**src/rtl/pc_fetch_ctrl.sv**
```systemverilog
// Program-counter and fetch sequencer for the multi-cycle RV32I core.
// Optional misaligned-target trap is enabled by defining PC_MISALIGN_TRAP_EN.
//
// state    | meaning
// st_boot  | one idle cycle after reset release
// st_fetch | request at pc held until imem accepts
// st_wait  | request accepted, waiting for instruction data
// st_exec  | instruction handed to decode, waiting for br_valid
module pc_fetch_ctrl #(
  parameter int              XLEN         = 32,
  parameter logic [XLEN-1:0] RESET_VECTOR = 32'h0000_0000,
  parameter logic [XLEN-1:0] TRAP_VECTOR  = 32'h0000_0010
) (
  input  logic            clk,
  input  logic            rst_n,
  input  logic [1:0]      pc_src,
  input  logic [XLEN-1:0] imm,
  input  logic [XLEN-1:0] rs1,
  input  logic            br_valid,
  output logic            imem_req_valid,
  input  logic            imem_req_ready,
  output logic [XLEN-1:0] imem_addr,
  input  logic            imem_rsp_valid,
  input  logic [31:0]     imem_rsp_data,
  output logic            instr_valid,
  output logic [31:0]     instr,
  output logic [XLEN-1:0] pc_cur,
  output logic [XLEN-1:0] pc_plus4,
  output logic            trap
);

  typedef enum logic [1:0] {
    st_boot  = 2'd0,
    st_fetch = 2'd1,
    st_wait  = 2'd2,
    st_exec  = 2'd3
  } state_t;

  state_t          state, state_nxt;
  logic [XLEN-1:0] pc;
  logic [XLEN-1:0] target;
  logic [XLEN-1:0] pc_nxt;
  logic            take_br;
  logic            take_rsp;

  always_ff @(posedge clk or negedge rst_n) begin
    if (!rst_n) state <= st_boot;
    else        state <= state_nxt;
  end

  always_comb begin
    state_nxt = state;
    case (state)
      st_boot:  state_nxt = st_fetch;
      st_fetch: if (imem_req_ready) state_nxt = st_wait;
      st_wait:  if (imem_rsp_valid) state_nxt = st_exec;
      st_exec:  if (br_valid)       state_nxt = st_fetch;
      default:  state_nxt = st_boot;
    endcase
  end

  always_comb begin
    imem_req_valid = 1'b0;
    if (state == st_fetch) imem_req_valid = 1'b1;
  end

  assign take_rsp  = (state == st_wait) && imem_rsp_valid;
  assign take_br   = (state == st_exec) && br_valid;
  assign imem_addr = pc;
  assign pc_plus4  = pc_cur + XLEN'(4);

  // pc_src 3 is reserved and falls through to sequential flow.
  always_comb begin
    target = pc_cur + XLEN'(4);
    case (pc_src)
      2'd1:    target = pc_cur + imm;
      2'd2:    target = (rs1 + imm) & ~XLEN'(1);
      default: target = pc_cur + XLEN'(4);
    endcase
  end

`ifdef PC_MISALIGN_TRAP_EN
  logic misaligned;
  assign misaligned = (target[1:0] != 2'b00);
  assign pc_nxt     = misaligned ? TRAP_VECTOR : target;

  always_ff @(posedge clk or negedge rst_n) begin
    if (!rst_n)       trap <= 1'b0;
    else if (take_br) trap <= misaligned;
    else              trap <= 1'b0;
  end
`else
  logic unused_tgt;
  assign unused_tgt = ^{target[1:0], TRAP_VECTOR};
  assign pc_nxt     = {target[XLEN-1:2], 2'b00};
  assign trap       = 1'b0;
`endif

  always_ff @(posedge clk or negedge rst_n) begin
    if (!rst_n) begin
      pc          <= RESET_VECTOR;
      pc_cur      <= RESET_VECTOR;
      instr       <= 32'h0;
      instr_valid <= 1'b0;
    end else begin
      instr_valid <= take_rsp;
      if (take_rsp) begin
        instr  <= imem_rsp_data;
        pc_cur <= pc;
      end
      if (take_br) pc <= pc_nxt;
    end
  end

endmodule

```
**config.mk**
```make
export PLATFORM = sky130hd
export DESIGN_NAME = pc_fetch_ctrl
export DESIGN_NICKNAME = d
export VERILOG_FILES = /design/src/rtl/pc_fetch_ctrl.sv
export SDC_FILE = /design/constraint.sdc
export NUM_CORES = 1
export LEC_CHECK = 0
export ABC_AREA = 1
export CORE_MARGIN = 3
export CORE_UTILIZATION = 47
export CTS_BUF_LIST = sky130_fd_sc_hd__clkbuf_2
export CTS_CLUSTER_SIZE = 14
export DETAILED_ROUTE_END_ITERATION = 10
export GPL_ROUTABILITY_DRIVEN = 1
export PLACE_DENSITY_LB_ADDON = 0.15
export SLEW_MARGIN = 10
export SYNTH_ARGS = -nofsm -noshare
export SYNTH_HDL_FRONTEND = slang
export SYNTH_SLANG_ARGS = --single-unit
export TNS_END_PERCENT = 30
```
**constraint.sdc**
```tcl
create_clock -name clk -period 2 [get_ports clk]
set_input_delay 0.4 -clock clk [delete_from_list [all_inputs] [get_ports clk]]
set_output_delay 0.4 -clock clk [all_outputs]
set_load 0.01 [all_outputs]
```
# Word level (Yosys, flattened, before mapping)
# Cells that the tools add are included.
# W data, S select, Z words.
[word_totals] regBits=95 latchBits=0 ramBits=0 rom_bits=0 inputBits=103 out_inout_bits=131 elab_cells=26 mem_count=0
[op_classes] n_addsub=3 multipliers=0 n_div=0 order_cmp=0 eq_ne=8 shifts=0 n_mux=6 n_bitwise=0 n_reduce_logical=4
[ops] op="$add A32 B32 Y32" count=2
[ops] op="$pmux W32 S2" count=1
[ops] op="$add A32 B3 Y32 const B" count=1
[ops] op="$pmux W2 S4" count=1
[ops] op="$eq A2 B2 Y1 const B" count=3
[ops] op="$mux W2" count=3
[ops] op="$ne A2 B2 Y1 const B" count=3
[ops] op="$eq A2 B1 Y1 const B" count=2
[ops] op="$reduce_and A3 Y1" count=1
[ops] op="$logic_and A1 B1 Y1" count=2
[ops] op="$logic_not A2 Y1" count=1
[ops] op="$mux W1" count=1

# Depth between registers and ports, before layout
# Gate-level depths: netlist (run 1).
[depth] depth_word=3 depth_mapped=17 mapped_depth_nobuf=17

# Worst setup path before layout (run 1)
# OpenSTA, ideal clock, no wires.
[synth_timing] kind="register to register" from="register pc_cur[2]" to="register pc[12] (netlist: imem_addr[12])" arrival_time_ns=2.054 t_required_ns=1.882 path_slack_ns=-0.172 path_stages_with_launch=14 n_path_buf=0 path_cell_list="dfrtp_1 -> ha_1 -> fa_1 -> inv_1 -> nor2_1 -> nor2_1 -> o21ai_1 -> nand2_1 -> nand2_1 -> or2_2 -> nand3_1 -> nand3_1 -> nand3_1 -> nand2_1"
[synth_via] elab_chain_len=2 elab_cells_between_ends=3 cone_classes="2 x add/sub; 1 x mux"
[synth_rtl] item="from (decl)" line_no="27" source="output logic [XLEN-1:0] pc_cur,"
[synth_rtl] item="from (signal assigned)" line_no="109" source="pc_cur <= pc;"
[synth_rtl] item="$add A32 B3 Y32 / $add A32 B32 Y32 (equally long branches)" line_no="78, 76"
[synth_rtl] item="$pmux W32 S2 *" line_no="75" source="case (pc_src)"
[synth_rtl] item="to (signal assigned)" line_no="111" source="if (take_br) pc <= pc_nxt;"
[synth_rtl] item="to (decl)" line_no="40" source="logic [XLEN-1:0] pc;"
# Mark *: on every way between the ends. The rest lies on a longest branch, timed or not.
# A chain may end at the register's enable or synchronous reset.

# Worst setup path after layout (run 1)
[layout_timing] from="register pc_cur[8]" to="output pc_plus4[20]"
[layout_via] elab_chain_len=1
[layout_rtl] item="$add A32 B3 Y32" line_no="70" source="assign pc_plus4 = pc_cur + XLEN'(4);"
[layout_rtl] item="to (decl)" line_no="28" source="output logic [XLEN-1:0] pc_plus4,"
# No other way between the ends.

==> summary.md, run 1 <==
| Metric | Value |
|---|---|
| Critical Path End Type | output port |
| Port Buf Inserts | 226 |
| Slowest stage delay, CP | 0.50 ns |
| Met3 Routed Length | 5140 microns |
| Largest net degree at the start of global routing | 47 |
| Cell count after synthesis | 1531 |
| Post-synth EDFFs | 0 |
| R2R cell count | 16 |
| Initial antenna violation count | 1 |
| Slowest cell on crit path | dfrtp_1 |
| Total grt overflow | 0 |
| Met2 WL | 20500 microns |
| Share of layout cells above drive strength 1 | 30.0% |
| Crit Path Max Fanout | 3 |
| Crit path cell chain | inv_2 > buf_4 > nor3_4 > nand4_1 > buf_4 > nor2_4 > nand2_1 > nand2_2 > nand2_2 > buf_6 |
| Core area | 0.0190 sq mm |
| Fmax | 324 MHz |
| Clk buf depth | 2 |
| Synth area leaders | dfrtp_1, nand2_1, ha_1 |
| Status | finished with violations |
| Sequential cell area | 0.00239 sq mm |
| Die width | 146 microns |
| Vias in the first global route | 12.2k |
| Drt wl/cell | 19.5 microns |
| CTS Buf Count | 9 |
| Site row count | 50 |
| Yosys cell types | 43 |
| DRC errors left | 0 |
| Final nets | 2219 |
| Clock Pin Slew Worst Setup and Hold Paths | 0.36 ns |
| First-pass GRT wire length | 63700 microns |
| Period utilization | 154% |
| Final Setup Violations | 67 |
| Die area | 0.0213 sq mm |
| Required @ worst endpoint | 1.60 ns |
| Antenna-violating nets left | 0 |
| Max rail drop VDD | 1.03 mV |
| P_leak | 0.00845 uW |
| RSZ-0062 raised after global routing | yes |
| DP HPWL | 31100 microns |
| GP Congestion | 1.01 |
| Highest routed layer | met4 |
| Crit path DAT | 2.68 ns |
| Utilization after layout | 80.9% |
| Vias | 12.9k |
| H-tree depth | 3 |
| Die Y | 146 microns |
| YS warnings | 0 |
| Most frequent cell after synthesis | nand2_1 |
| Power per cell area | 1140 mW/mm^2 |
| Area taken by multi-input logic gates | 0.00694 sq mm |
| Clock skew | 0.0528 ns |
| Layout overhead on the synthesized area | 66.8% |
| Setup CP Type | flop to output port |
| Clock root buffer | clkbuf_2 |
| Hold Crit Class | primary input to asynchronous set/reset pin |
| Fillers | 1327 |
| Post-synth top area share | 25.8% |
| Register area share after synthesis | 25.8% |
| Slew Limit Fails | 0 |
| Async set-reset flop share out of synthesis | 100% |
| Syn avg cell area | 6.02 sq um |
| Final worst path period need | 3.08 ns |
| Number of synthesized register bits | 95 |
| Ys flop type | dfrtp_1 |
| WHS | 0.122 ns |
| Number of I/O pins | 234 |
| Failing checks | negative setup slack |
| Max Cap Viol | 0 |
| DRT Pass-1 Iters | 6 |
| Final worst slack | -1.08 ns |
| 1st-iter DRT viols | 1192 |
| Syn Std Cell Area | 0.00922 sq mm |
| Synth top cells by count | nand2_1, inv_1, nand3_1, nor2_1, dfrtp_1 |
| Final Routed Wirelength | 45200 microns |
| Vias/cell | 5.59 |
| Skew-Pair Late Insertion Delay | 0.68 ns |
| Startpoint Class | flop |
| Clock sinks | 95 |
| Initial Util | 48.5% |
| Final hold vios | 0 |
| CTS tree | built |
| Area leader, netlist | dfrtp_1 |
| WL met1 | 16400 microns |
| GR Util All Layers | 37.2% |
power by group:
group / switching [uW] / internal (uW) / total, uW
registers: 854 / 2770 / 3630
logic: 6960 / 5860 / 12800
clock network: 844 / 209 / 1050
total: 8650 / 8850 / 17500
placed cells by master, fill, tap and decap left out, types with 17 or more instances in the layout:
master	instances
buf_4	247
nand3_2	23
nor2_1	81
ha_1	53
buf_6	86
nand2_1	556
nand2_2	50
nand3_1	96
nand4_1	19
clkdlybuf4s50_1	101
a21oi_1	48
o21ai_0	55
clkbuf_2	17
inv_1	197
dlygate4sd2_1	63
dfrtp_1	82
buf_2	17
per-layer routing:
metal	up-vias	global-route usage, %
met5	-	0.227
met3	253	9.56
met1	5867	45.6
li1	5866	-
met2	958	61.7
met4	0	16.7
final timing paths:
kind                              startpoint            end  slack, ns
setup reg to reg                   pc_cur[8]  imem_addr[20]      -0.58
hold reg to reg                    instr[27]      instr[27]       0.52
min in group clk           imem_rsp_data[26]      instr[26]       0.19
max in group asynchronous              rst_n   imem_addr[7]       1.27
setup / recovery                   pc_cur[8]   pc_plus4[20]      -1.08
hold / removal                         rst_n     pc_cur[23]       0.12
sequential cells by signal, summed over array words and instances, names as in the netlist:
signal	cells
imem_addr	30
instr_valid	1
pc_cur	30
instr	32
state	2
timing repair:
action                     in CTS  in global routing
pin swaps                      62                 63
setup buffers                  51                 23
hold endpoints to repair       61                  0
setup endpoints to repair     150                 81
hold buffers                    1                  0
gates resized for setup       448                187
through the flow:
step	cell area [sq um]	setup TNS (ns)	setup WS (ns)	cells	total power [uW]
final	15400	-32.02	-1.08	2316	17500
after global routing	15400	-37.47	-1.22	2316	18400
after CTS	14800	-25.61	-0.850	2301	15900
after detailed placement	13700	-29.61	-0.836	2243	14100
after global placement	13700	-27.90	-0.817	2243	14000
after floorplan	9260	-0.0570	-0.0570	1537	8120
area by class of cell:
class | count | area share [%]
Multi-Input combinational cell | 1187 | 45.1
Antenna cell | 2 | 0.0325
Inverter | 218 | 5.40
Sequential cell | 95 | 15.6
Timing Repair Buffer | 538 | 30.9
Clock buffer | 9 | 0.293
Tap cell | 260 | 2.12
Clock inverter | 7 | 0.513
critical path: cells and delay by family, from the launching register on:
family | cells | cell delay, ns
buffers and inverters | 4 | 0.60
flip-flops | 1 | 0.50
AND/OR/NAND/NOR | 6 | 0.95
kinds of logic (layout without fill, tap and decap cells):
group           after synthesis  after routing  synth area share [%]
simple gates                921            921                  41.9
buf+inv                     255            772                  10.7
compound gates              166            166                  9.72
flops                        95             95                  25.8
fa+ha+maj                    67             67                  9.17
xor+xnor                     26             26                  2.63
other cells                   1              9                0.0407
No activity file was read; power rests on OpenSTA's default activity.
==> inputs of run 2 (changes only) <==
--- a/config.mk
+++ b/config.mk
@@ -5,9 +5,8 @@
 export SDC_FILE = /design/constraint.sdc
 export NUM_CORES = 1
 export LEC_CHECK = 0
-export ABC_AREA = 1
 export CORE_MARGIN = 3
-export CORE_UTILIZATION = 47
+export CORE_UTILIZATION = 45
 export CTS_BUF_LIST = sky130_fd_sc_hd__clkbuf_2
 export CTS_CLUSTER_SIZE = 14
 export DETAILED_ROUTE_END_ITERATION = 10
==> constraint.sdc (replaced) <==
create_clock -name clk -period 2.8 [get_ports clk]
set_input_delay 0.56 -clock clk [delete_from_list [all_inputs] [get_ports clk]]
set_output_delay 0.56 -clock clk [all_outputs]
set_load 0.01 [all_outputs]
==> summary.md, run 2 <==
| Metric | Value |
|---|---|
| Status | finished with violations (unchanged) |
| Failing checks | negative setup slack (unchanged) |
| Commonest non-fill, non-tap cell in the layout | buf_4 (was nand2_1) |
| Yosys cell types | 78 (was 43) |
| Critical Path End Type | output port (unchanged) |
| Vias | 8953 (was 12.9k) |
| Pre-CTS setup slack | -0.728 ns (was -0.836 ns) |
| First-pass GRT wire length | 48000 microns (was 63700 microns) |
| Final worst slack | -0.220 ns (was -1.08 ns) |
| Synth top cells by count | dfrtp_1, nand2_1, ha_1, mux2_2, a21oi_1 (was nand2_1, inv_1, nand3_1, nor2_1, dfrtp_1) |
| Design area | 0.0129 sq mm (was 0.0154 sq mm) |
| Period utilization | 108% |
| Reg with most FFs | instr (unchanged) |
| Fmax | 331 MHz |
| Number of I/O pins | 234 (unchanged) |
| Die area | 0.0191 sq mm (was 0.0213 sq mm) |
| R2R Setup Slk | -0.21 ns (was -0.58 ns) |
| Relative slew slack | 62.1% |
| Final nets | 1518 (was 2219) |
| Number of synthesized register bits | 95 (unchanged) |
| Max Cap Viol | 0 (unchanged) |
| 1st-iter DRT viols | 496 (was 1192) |
| Clock skew | 0.0299 ns (was 0.0528 ns) |
| Setup TNS after final layout | -1.81 ns (was -32.02 ns) |
| Drt wl/cell | 19.6 microns (was 19.5 microns) |
| Final Setup Violations | 20 (was 67) |
| Clock sinks | 95 (unchanged) |
| WHS | 0.419 ns (was 0.122 ns) |
| Post-synth EDFFs | 0 (unchanged) |
| Cell Area, Placed | 0.0121 sq mm (was 0.0137 sq mm) |
| Port Buf Inserts | 226 (unchanged) |
| Initial antenna violation count | 0 (was 1) |
| CTS Buf Count | 9 (unchanged) |
| Site row count | 47 (was 50) |
| RSZ-0062 raised after global routing | yes (unchanged) |
| Clock Pin Slew Worst Setup and Hold Paths | 0.29 ns (was 0.36 ns) |
| Final worst path period need | 3.02 ns |
| Total grt overflow | 0 (unchanged) |
| Register area share after synthesis | 30.3% (was 25.8%) |
| H-tree depth | 3 (unchanged) |
| Syn Std Cell Area | 0.00785 sq mm (was 0.00922 sq mm) |
| DRC errors left | 0 (unchanged) |
| Synth area leaders | dfrtp_1, ha_1, mux2_2 (was dfrtp_1, nand2_1, ha_1) |
| Async set-reset flop share out of synthesis | 100% (unchanged) |
| Max rail drop VDD | 0.657 mV (was 1.03 mV) |
| Syn avg cell area | 8.98 sq um (was 6.02 sq um) |
| Crit path DAT | 2.46 ns (was 2.68 ns) |
| GR Util All Layers | 30.9% (was 37.2%) |
| Max FFs per register | 32 (unchanged) |
| Core area | 0.0168 sq mm (was 0.0190 sq mm) |
| Most frequent cells in the layout | buf_4, clkdlybuf4s50_1, dfrtp_1 (was nand2_1, buf_4, inv_1) |
| Clock root buffer | clkbuf_2 (unchanged) |
| Final hold vios | 0 (unchanged) |
| Skew-Pair Late Insertion Delay | 0.60 ns (was 0.68 ns) |
| YS warnings | 0 (unchanged) |
| Final Routed Wirelength | 30900 microns (was 45200 microns) |
| Largest net degree at the start of global routing | 46 (was 47) |
| Share of layout cells above drive strength 1 | 34.3% (was 30.0%) |
| Slew Limit Fails | 0 (unchanged) |
| Die width | 138 microns (was 146 microns) |
| DRT Pass-1 Iters | 5 (was 6) |
| GP Congestion | 0.943 (was 1.01) |
| Crit Path Max Fanout | 5 (was 3) |
| Cell count after synthesis | 874 (was 1531) |
| Startpoint Class | flop (unchanged) |
| Clk buf depth | 2 (unchanged) |
| CTS tree | built (unchanged) |
| Layout overhead on the synthesized area | 64.1% (was 66.8%) |
| DP HPWL | 24300 microns (was 31100 microns) |
| Vias in the first global route | 9247 (was 12.2k) |
| Worst-Margin Slew | 0.569 ns |
| Most frequent cell after synthesis | dfrtp_1 (was nand2_1) |
| P_leak | 0.00590 uW (was 0.00845 uW) |
| Required @ worst endpoint | 2.24 ns (was 1.60 ns) |
| Antenna-violating nets left | 0 (unchanged) |
| Ant diodes | 0 (was 2) |
| Post-synth top area share | 30.3% (was 25.8%) |
| Initial Util | 46.7% (was 48.5%) |
| Area leader, netlist | dfrtp_1 (unchanged) |
| Ys flop type | dfrtp_1 (unchanged) |
| Setup CP Type | flop to output port (unchanged) |
| Vias/cell | 5.69 (was 5.59) |
| Power per cell area | 904 mW/mm^2 (was 1140 mW/mm^2) |
| Die Y | 138 microns (was 146 microns) |
| Pwr Total | 11600 uW (was 17500 uW) |
| Hold Crit Class | primary input to asynchronous set/reset pin (unchanged) |
-- run 2: cell types whose count changed in the layout (fill, tap and decap cells not counted), sizes merged, moves of 52 or more --
cell           previous run  this run
buf                     359       289
clkdlybuf4s50           101       197
dlygate4sd2              63         7
inv                     221        30
mux2                      0        62
nand2                   621        68
nand3                   124        28
nor2                    105        53
-- run 2: kinds of logic (layout without fill, tap and decap cells) --
kind of cell               count (synthesis)  after routing  synth area share [%]
AOI/OAI and AO/OA                        273            273                  23.5
and+or+nand+nor                          235            235                  14.6
DFF                                       95             95                  30.3
xor gates and xnor gates                  68             68                  7.59
buffers and inverters                     68            541                  3.68
adders and majority gates                 67             67                  10.8
muxes                                     67             67                  9.54
other                                      1              7                0.0478
-- run 2: layer usage --
metal  up-vias  GRT usage, %  wire [microns]
met5         -             0               0
met4         0          14.9            1540
met3        98          6.25            1940
met2       384          56.0           15600
met1      4253          34.6           11800
li1       4218             -               -
-- run 2: cell type report --
type                    count  area [sq um]
clock buffers               9          45.0
clock inverters             7           109
fillers                  1271          3940
inverters                  28           105
multi-input cells         717          5720
flip-flops and latches     95          2380
well taps                 220           275
repair buffers            497          4240
-- run 2: critical path, stage by stage, from the launching register on --
cell and delay [ns]:
dfrtp_2 0.49, buf_4 0.18, and4_2 0.28, nand3_1 0.12, nor3_2 0.22, xor2_1 0.27, clkdlybuf4s15_1 0.28
-- run 2: stage by stage --
stage	instances	utilization, %
finish	1573	76.6
detailed placement	1529	71.9
global route	1573	76.6
floorplan	880	-
CTS	1567	74.6
global placement	1529	71.9
-- run 2: path summary, 6_finish.rpt --
| path | start | to | cells past startpoint |
|---|---|---|---|
| max | pc_cur[23] | pc_plus4[29] | 6 |
| min | rst_n | imem_addr[31] | 2 |
| max reg2reg | pc_cur[3] | imem_addr[31] | 10 |
| min reg2reg | instr[18] | instr[18] | 1 |
| max in group asynchronous | rst_n | imem_addr[27] | 3 |
| min in group clk | instr[18] | instr[18] | 1 |
-- run 2: timing repair --
action	4_1_cts	5_1_grt
hold buffers	1	0
setup endpoints to repair	37	40
resized for setup	134	66
hold endpoints to repair	31	0
pin swaps	26	30
buffers inserted	21	7
-- run 2: power breakdown --
part | internal [uW] | total, uW | switching (uW)
registers | 2020 | 2620 | 599
clock network | 318 | 842 | 524
logic | 4410 | 8180 | 3770
total | 6750 | 11600 | 4890
